==> config.mk <==
export PLATFORM = sky130hd
export DESIGN_NAME = tick_bcd_upcounter
export DESIGN_NICKNAME = d
export VERILOG_FILES = /design/src/rtl/upcnt_pkg.sv /design/src/rtl/bcd_digit.sv /design/src/rtl/tick_bcd_upcounter.sv
export SDC_FILE = /design/constraint.sdc
export NUM_CORES = 1
export LEC_CHECK = 0
export CORE_UTILIZATION = 28
export DETAILED_ROUTE_END_ITERATION = 8
export MAX_ROUTING_LAYER = met4
export PLACE_DENSITY = 0.51
export RECOVER_POWER = 100
export SLEW_MARGIN = 20
export SYNTH_ARGS = -nofsm -noshare
export SYNTH_HDL_FRONTEND = slang
export SYNTH_SLANG_ARGS = --single-unit
==> constraint.sdc <==
create_clock -name clk -period 2 [get_ports clk]
set_clock_uncertainty 0.05 [all_clocks]
set_input_delay 0.4 -clock clk [delete_from_list [all_inputs] [get_ports clk]]
set_output_delay 0.4 -clock clk [all_outputs]
set_load 0.05 [all_outputs]
==> src/rtl/upcnt_pkg.sv <==
`default_nettype none
// +--------------------------------------------------------------------+
// | upcnt_pkg                                                          |
// | Shared command bytes, run/stop state encoding and BCD limit.       |
// | Revision: 1.0                                                      |
// +--------------------------------------------------------------------+
package upcnt_pkg;

    localparam logic [7:0] CMD_RUN   = 8'h52;
    localparam logic [7:0] CMD_STOP  = 8'h53;
    localparam logic [7:0] CMD_CLEAR = 8'h43;

    typedef logic [0:0] state_t;
    localparam state_t ST_STOP = 1'b0;
    localparam state_t ST_RUN  = 1'b1;

    localparam logic [3:0] BCD_MAX = 4'd9;

endpackage : upcnt_pkg
`default_nettype wire

==> src/rtl/bcd_digit.sv <==
`default_nettype none
// +--------------------------------------------------------------------+
// | bcd_digit                                                          |
// | One decimal digit with synchronous clear and combinational carry.  |
// | Revision: 1.0                                                      |
// +--------------------------------------------------------------------+
module bcd_digit
    import upcnt_pkg::*;
(
    input  logic       clk,
    input  logic       reset,
    input  logic       i_clear,
    input  logic       i_carry_in,
    output logic [3:0] o_digit,
    output logic       o_carry_out
);

    logic [3:0] digit_q;
    logic [3:0] digit_d;

    always_ff @(posedge clk or posedge reset) begin
        if (reset) begin
            digit_q <= 4'd0;
        end else begin
            digit_q <= digit_d;
        end
    end

    // Clear outranks an incoming carry so a cleared count never lands on 1.
    always_comb begin
        digit_d = digit_q;
        if (i_clear) begin
            digit_d = 4'd0;
        end else if (i_carry_in) begin
            digit_d = (digit_q == BCD_MAX) ? 4'd0 : digit_q + 4'd1;
        end
    end

    assign o_carry_out = i_carry_in && (digit_q == BCD_MAX);
    assign o_digit     = digit_q;

endmodule : bcd_digit
`default_nettype wire

==> src/rtl/tick_bcd_upcounter.sv <==
`default_nettype none
// +--------------------------------------------------------------------+
// | tick_bcd_upcounter                                                 |
// | Tick-driven packed-BCD up-counter with UART/button run-stop-clear. |
// | Revision: 1.0                                                      |
// +--------------------------------------------------------------------+
module tick_bcd_upcounter #(
    parameter int         DIGITS    = 4,
    parameter logic [7:0] CMD_RUN   = upcnt_pkg::CMD_RUN,
    parameter logic [7:0] CMD_STOP  = upcnt_pkg::CMD_STOP,
    parameter logic [7:0] CMD_CLEAR = upcnt_pkg::CMD_CLEAR
) (
    input  logic                  clk,
    input  logic                  reset,
    input  logic                  i_tick,
    input  logic [7:0]            i_rx_data,
    input  logic                  i_rx_valid,
    input  logic                  i_btn_run_stop,
    input  logic                  i_btn_clear,
    output logic [4*DIGITS-1:0]   o_bcd,
    output logic                  o_running,
    output logic                  o_wrap
);

    import upcnt_pkg::state_t;
    import upcnt_pkg::ST_STOP;
    import upcnt_pkg::ST_RUN;

    state_t state_q;
    state_t state_d;
    logic   wrap_q;
    logic   wrap_d;

    logic w_uart_run;
    logic w_uart_stop;
    logic w_uart_rs;
    logic w_btn_rs;
    logic w_start_req;
    logic w_stop_req;
    logic w_clear_req;
    logic [DIGITS:0] w_carry;

    // A UART run/stop byte masks a coincident button toggle.
    assign w_uart_run  = i_rx_valid && (i_rx_data == CMD_RUN);
    assign w_uart_stop = i_rx_valid && (i_rx_data == CMD_STOP);
    assign w_uart_rs   = w_uart_run || w_uart_stop;
    assign w_btn_rs    = !w_uart_rs && i_btn_run_stop;
    assign w_start_req = w_uart_run  || (w_btn_rs && (state_q == ST_STOP));
    assign w_stop_req  = w_uart_stop || (w_btn_rs && (state_q == ST_RUN));
    assign w_clear_req = (i_rx_valid && (i_rx_data == CMD_CLEAR)) || i_btn_clear;

    always_ff @(posedge clk or posedge reset) begin
        if (reset) begin
            state_q <= ST_STOP;
        end else begin
            state_q <= state_d;
        end
    end

    always_comb begin
        state_d = state_q;
        case (state_q)
            ST_STOP: if (w_start_req) state_d = ST_RUN;
            ST_RUN:  if (w_stop_req)  state_d = ST_STOP;
            default: state_d = ST_STOP;
        endcase
    end

    always_comb begin
        o_running = (state_q == ST_RUN);
    end

    // The tick is qualified by the state before this edge's transition.
    assign w_carry[0] = i_tick && (state_q == ST_RUN);

    for (genvar k = 0; k < DIGITS; k++) begin : g_digit
        bcd_digit u_digit (
            .clk         (clk),
            .reset       (reset),
            .i_clear     (w_clear_req),
            .i_carry_in  (w_carry[k]),
            .o_digit     (o_bcd[4*k +: 4]),
            .o_carry_out (w_carry[k+1])
        );
    end

    assign wrap_d = w_carry[DIGITS] && !w_clear_req;

    always_ff @(posedge clk or posedge reset) begin
        if (reset) begin
            wrap_q <= 1'b0;
        end else begin
            wrap_q <= wrap_d;
        end
    end

    assign o_wrap = wrap_q;

endmodule : tick_bcd_upcounter
`default_nettype wire

======== Word level (Yosys, flattened, before mapping) ========
Cells that the tools add are included.
word-level totals
  output and inout bits ................... 18
  flip-flop bits (word level) ............. 18
  input bits .............................. 14
cells by class
  bitwise gates (word level) .............. 1
  muxes and demuxes ....................... 15
  reduce and logical (&&, ||, !) cells .... 22
  $add $sub $neg .......................... 4
  equality and inequality tests ........... 7
operator list
  kind                                                                    number
  4-bit two-way mux                                                       12
  8-bit by 7-bit equality test with 1-bit output (second input constant)  3
  4-bit by 1-bit adder with 4-bit output (second input constant)          4
  4-bit equality test (second input constant)                             4
  1-bit logical AND                                                       12
  2-bit nonzero test                                                      4
  1-bit logical OR                                                        4
  1-bit logical NOT                                                       2
  1-bit two-way mux                                                       2
  1-bit one-hot mux with 2 select lines                                   1
  1-bit NOT                                                               1

======== Longest topological paths before layout ========
  depth after elaboration ................. 9
  gate-level depth with buffers ........... 6
  gate-level depth less buffers ........... 6

======== Modules after synthesis ========
A second synthesis with hierarchy kept.
unflattened totals
  cell total of the unflattened synthesis .. 121
  area total of the unflattened synthesis .. 1104.8 um^2
by module, submodules not included
  module              instances  area each (um^2)  cells each  seq. area each (um^2)
  bcd_digit           4          244.0             27          100.1
  tick_bcd_upcounter  1          128.9             13          50.0

======== Worst setup path after synthesis ========
OpenSTA, ideal clock, no wires.
  path kind ............................... reg2reg
  start ................................... reg g_digit[0].u_digit.digit_q[3]
  end ..................................... reg g_digit[3].u_digit.digit_q[2]
  path buffers ............................ 0
  cell stages (with the launch flop) ...... 5
  data arrival time ....................... 1.862 ns
  library setup time ...................... 0.099 ns
  path slack .............................. -0.011 ns
  path through ............................ dfrtp_1 -> or3b_4 -> nor4_4 -> a31oi_1 -> a311oi_1
between the ends
  word-level cells in the longest chain between the ends .. 5
ends and longest elaborated chain
  what                                 line             source
  from (decl)                          bcd_digit.sv:18  logic [3:0] digit_q;
  from (signal assigned)               bcd_digit.sv:25  digit_q <= digit_d;
  4-bit equality test                  bcd_digit.sv:39  assign o_carry_out = i_carry_in && (digit_q == BCD_MAX);
  1-bit logical AND (3 in a row)       bcd_digit.sv:39
  2-bit nonzero test (no source line)  --
  to (signal assigned)                 bcd_digit.sv:25
  to (decl)                            bcd_digit.sv:18
Every way passes these cells.
A chain may end at the register's enable or synchronous reset.

======== Final worst setup path ========
  start ................................... reg wrap_q (netlist: o_wrap)
  end ..................................... out o_wrap
RTL lines
  what                    line                      source
  from (decl)             tick_bcd_upcounter.sv:31  logic wrap_q;
  from (signal assigned)  tick_bcd_upcounter.sv:93  wrap_q <= wrap_d;
  to (decl)               tick_bcd_upcounter.sv:22  output logic o_wrap
No word-level cell between the ends.

==> metrics <==
status finished clean; Wirelength per Cell 12.10 µm; worst skew pair latency 260 ps; Post-Syn Area 0.001054 mm²; Core ar. 0.003468 mm²; Routed Antenna Nets 0; CTS tree yes; critical path's top delay family buffers and inverters; Worst EP required 1550 ps; Sink Count 18; largest net degree at the start of global routing 19; PD cells 631.4 mW/mm²; Num CTS Buffers 3; register area share after synthesis 0.4276; Final Setup Violations 0; Die H 63.34 µm; Rows 21; P_sw 0.2843 mW; first-pass GRT wire length 4.077 mm; IO Count 32; Worst-Margin Slew 995.2 ps; RePlAce Congestion 0.7957; die width 63.34 µm; Max Cap Viol 0; Final Max Tran Viols 0; TritonRoute pass-1 iters 4; critical path, cell by cell dlygate4sd3_1; Crit path largest cell delay 860 ps; WL final 2.408 mm; final std cell area, no fill 0.001438 mm²; layout cells sized above 1 0.1242; vias in the first global route 918; clock root buffer clkbuf_8; leakage power 0.6281 nW; Peak Freq 0.5299 GHz; nets 174; post-CTS setup buffer count 0; area share of fa/ha/maj cells after synthesis 0.07126; Tot GR Track Use 0.1347; number of port buffers 31; switching part of the total 0.3132; largest family of logic cells by synthesized area simple AND/OR/NAND/NOR gates; worst r2r path cells 5; WP buf/inv 1; Final Cycle Share 0.9436; CP endpoint kind output pin; P_int 0.6235 mW; Place WS -34.63 ps; ant diodes 0; P&R area growth vs syn 36.46%; mux contribution to synthesized area 0.04751; Reg power frac 0.450; DR iter-0 viols 56; Worst-path clk slew 70 ps; Avg Inst Size Synth 9.491 µm²; Clock power frac 0.338; die area 0.004012 mm²; R2R Path End g_digit[3].u_digit.o_digit[1]; most frequent cells in the layout nor2_1 (18), dfrtp_1 (17), clkbuf_1 (17), clkdlybuf4s50_1 (11), a21oi_1 (9); Setup WS post-layout 112.8 ps; Final Hold Vio Count 0; initial antenna violation count 0; Final Power 0.9078 mW; DP Area 0.001453 mm²; worst hold endpoint g_digit[2].u_digit.o_digit[3]; Mapped Nets 131; Max FO, Critical Path 1; Hold Crit Class reg2reg; synth warn 0; DPL Wire Length 1.789 mm; grt total ovfl 0; CTS resizes 0; RSZ-0062 raised after global routing no; Synth Area in Simple Gates 0.2910; DRC viols 0; final worst path period need 1887 ps; worst vdd ir 0.3546 mV; relative slew slack 0.3365; commonest non-fill, non-tap cell in the layout nor2_1; Via-to-Cell Ratio 4.849; compound-cell area share of the yosys netlist 0.1033; Initial Utilization 0.3038; Worst setup SP type flop; Arrival @ worst endpoint 1440 ps; Seq cells post-synth 18; FILL cells 387; Setup CP Type reg2out; Post-CTS Hold Fix Bufs 0; Synth Area in XOR/XNOR 0.03325; slowest cell on the critical path dlygate4sd3_1; post-synthesis cell count 111; clock buffer depth 2; number of H-tree levels 1; via count 965; post-synth cell types 31; hold_sp g_digit[2].u_digit.o_digit[3]; hold depth 1; R2R Setup Slk 250 ps; Comb pwr share 0.212; RR Startpoint g_digit[0].u_digit.o_digit[3]
-- per-layer routing --
metal	track usage	share of wire	wire, µm
met2	0.2154	0.45	1081
met1	0.1629	0.49	1178
met4	0.06250	0.013	32
met5	-	0	0
met3	0.02536	0.048	116
-- power by group through the flow --
stage	Sequential [mW]	Clock, mW	Combinational [mW]
2_1_floorplan	0.483	0	0.0559
3_3_place_gp	0.416	0	0.213
3_5_place_dp	0.416	0	0.217
4_1_cts	0.409	0.319	0.218
5_1_grt	0.412	0.335	0.209
6_report	0.409	0.307	0.192
-- state kept, by name (all words and copies together) (netlist names) --
name and cells:
g_digit.u_digit.o_digit 16, o_wrap 1, o_running 1
-- worst max-delay path by stage --
stage	start	to	cells after the start
after floorplan	g_digit[0].u_digit.o_digit[1]	g_digit[3].u_digit.o_digit[2]	4
after global placement	i_tick	g_digit[3].u_digit.o_digit[0]	6
after detailed placement	i_tick	g_digit[3].u_digit.o_digit[1]	6
after CTS	o_wrap	o_wrap	1
after global routing	o_wrap	o_wrap	1
final	o_wrap	o_wrap	1
-- synth_stat cells --
library cell	n	share of area
inv_1	5	0.018
and3_1	2	0.012
xor2_1	3	0.025
ha_1	6	0.071
nand3_1	5	0.024
or3_1	1	0.0059
nor2_1	18	0.064
and2b_1	1	0.0071
nor4_4	1	0.020
nand2b_1	2	0.012
xnor2_1	1	0.0083
nor4_1	1	0.0059
o21ai_0	3	0.014
a311oi_1	2	0.017
clkbuf_1	1	0.0036
dfrtp_1	18	0.43
a21oi_1	9	0.043
nand3b_1	3	0.021
buf_2	1	0.0047
nand2_1	5	0.018
a21bo_2	1	0.0095
nand4b_1	2	0.017
nor2b_1	1	0.0059
a31o_2	1	0.0083
mux2i_1	5	0.048
and3b_1	3	0.025
or3b_4	1	0.011
nor3_2	1	0.0095
nor3b_1	2	0.014
nor3_1	4	0.019
a31oi_1	2	0.012
-- final cells by class --
class | count | area (µm²) | share of cell area
clock buffers | 4 | 55.05 | 0.03829
multi-input cells | 86 | 575.6 | 0.4003
flip-flops and latches | 18 | 451.7 | 0.3142
well taps | 46 | 57.56 | 0.04003
repair buffers | 40 | 279.0 | 0.1941
inverters | 5 | 18.77 | 0.01305
-- metrics by stage --
stage	instances	hold WS [ps]	util	TNS (ps)
floorplan	111	288.4	-	0
global placement	195	490.8	0.4188	0
detailed placement	195	492.8	0.4188	-74.92
CTS	199	409.8	0.4347	0
global route	199	533.3	0.4145	0
finish	199	500.5	0.4145	0
-- kinds of logic after synthesis --
logic type / after synthesis
compound gates: 18
xor+xnor: 4
fa+ha+maj: 6
buf+inv: 7
flops: 18
mux: 5
simple gates: 53
Power figures use the tool's default switching activity.
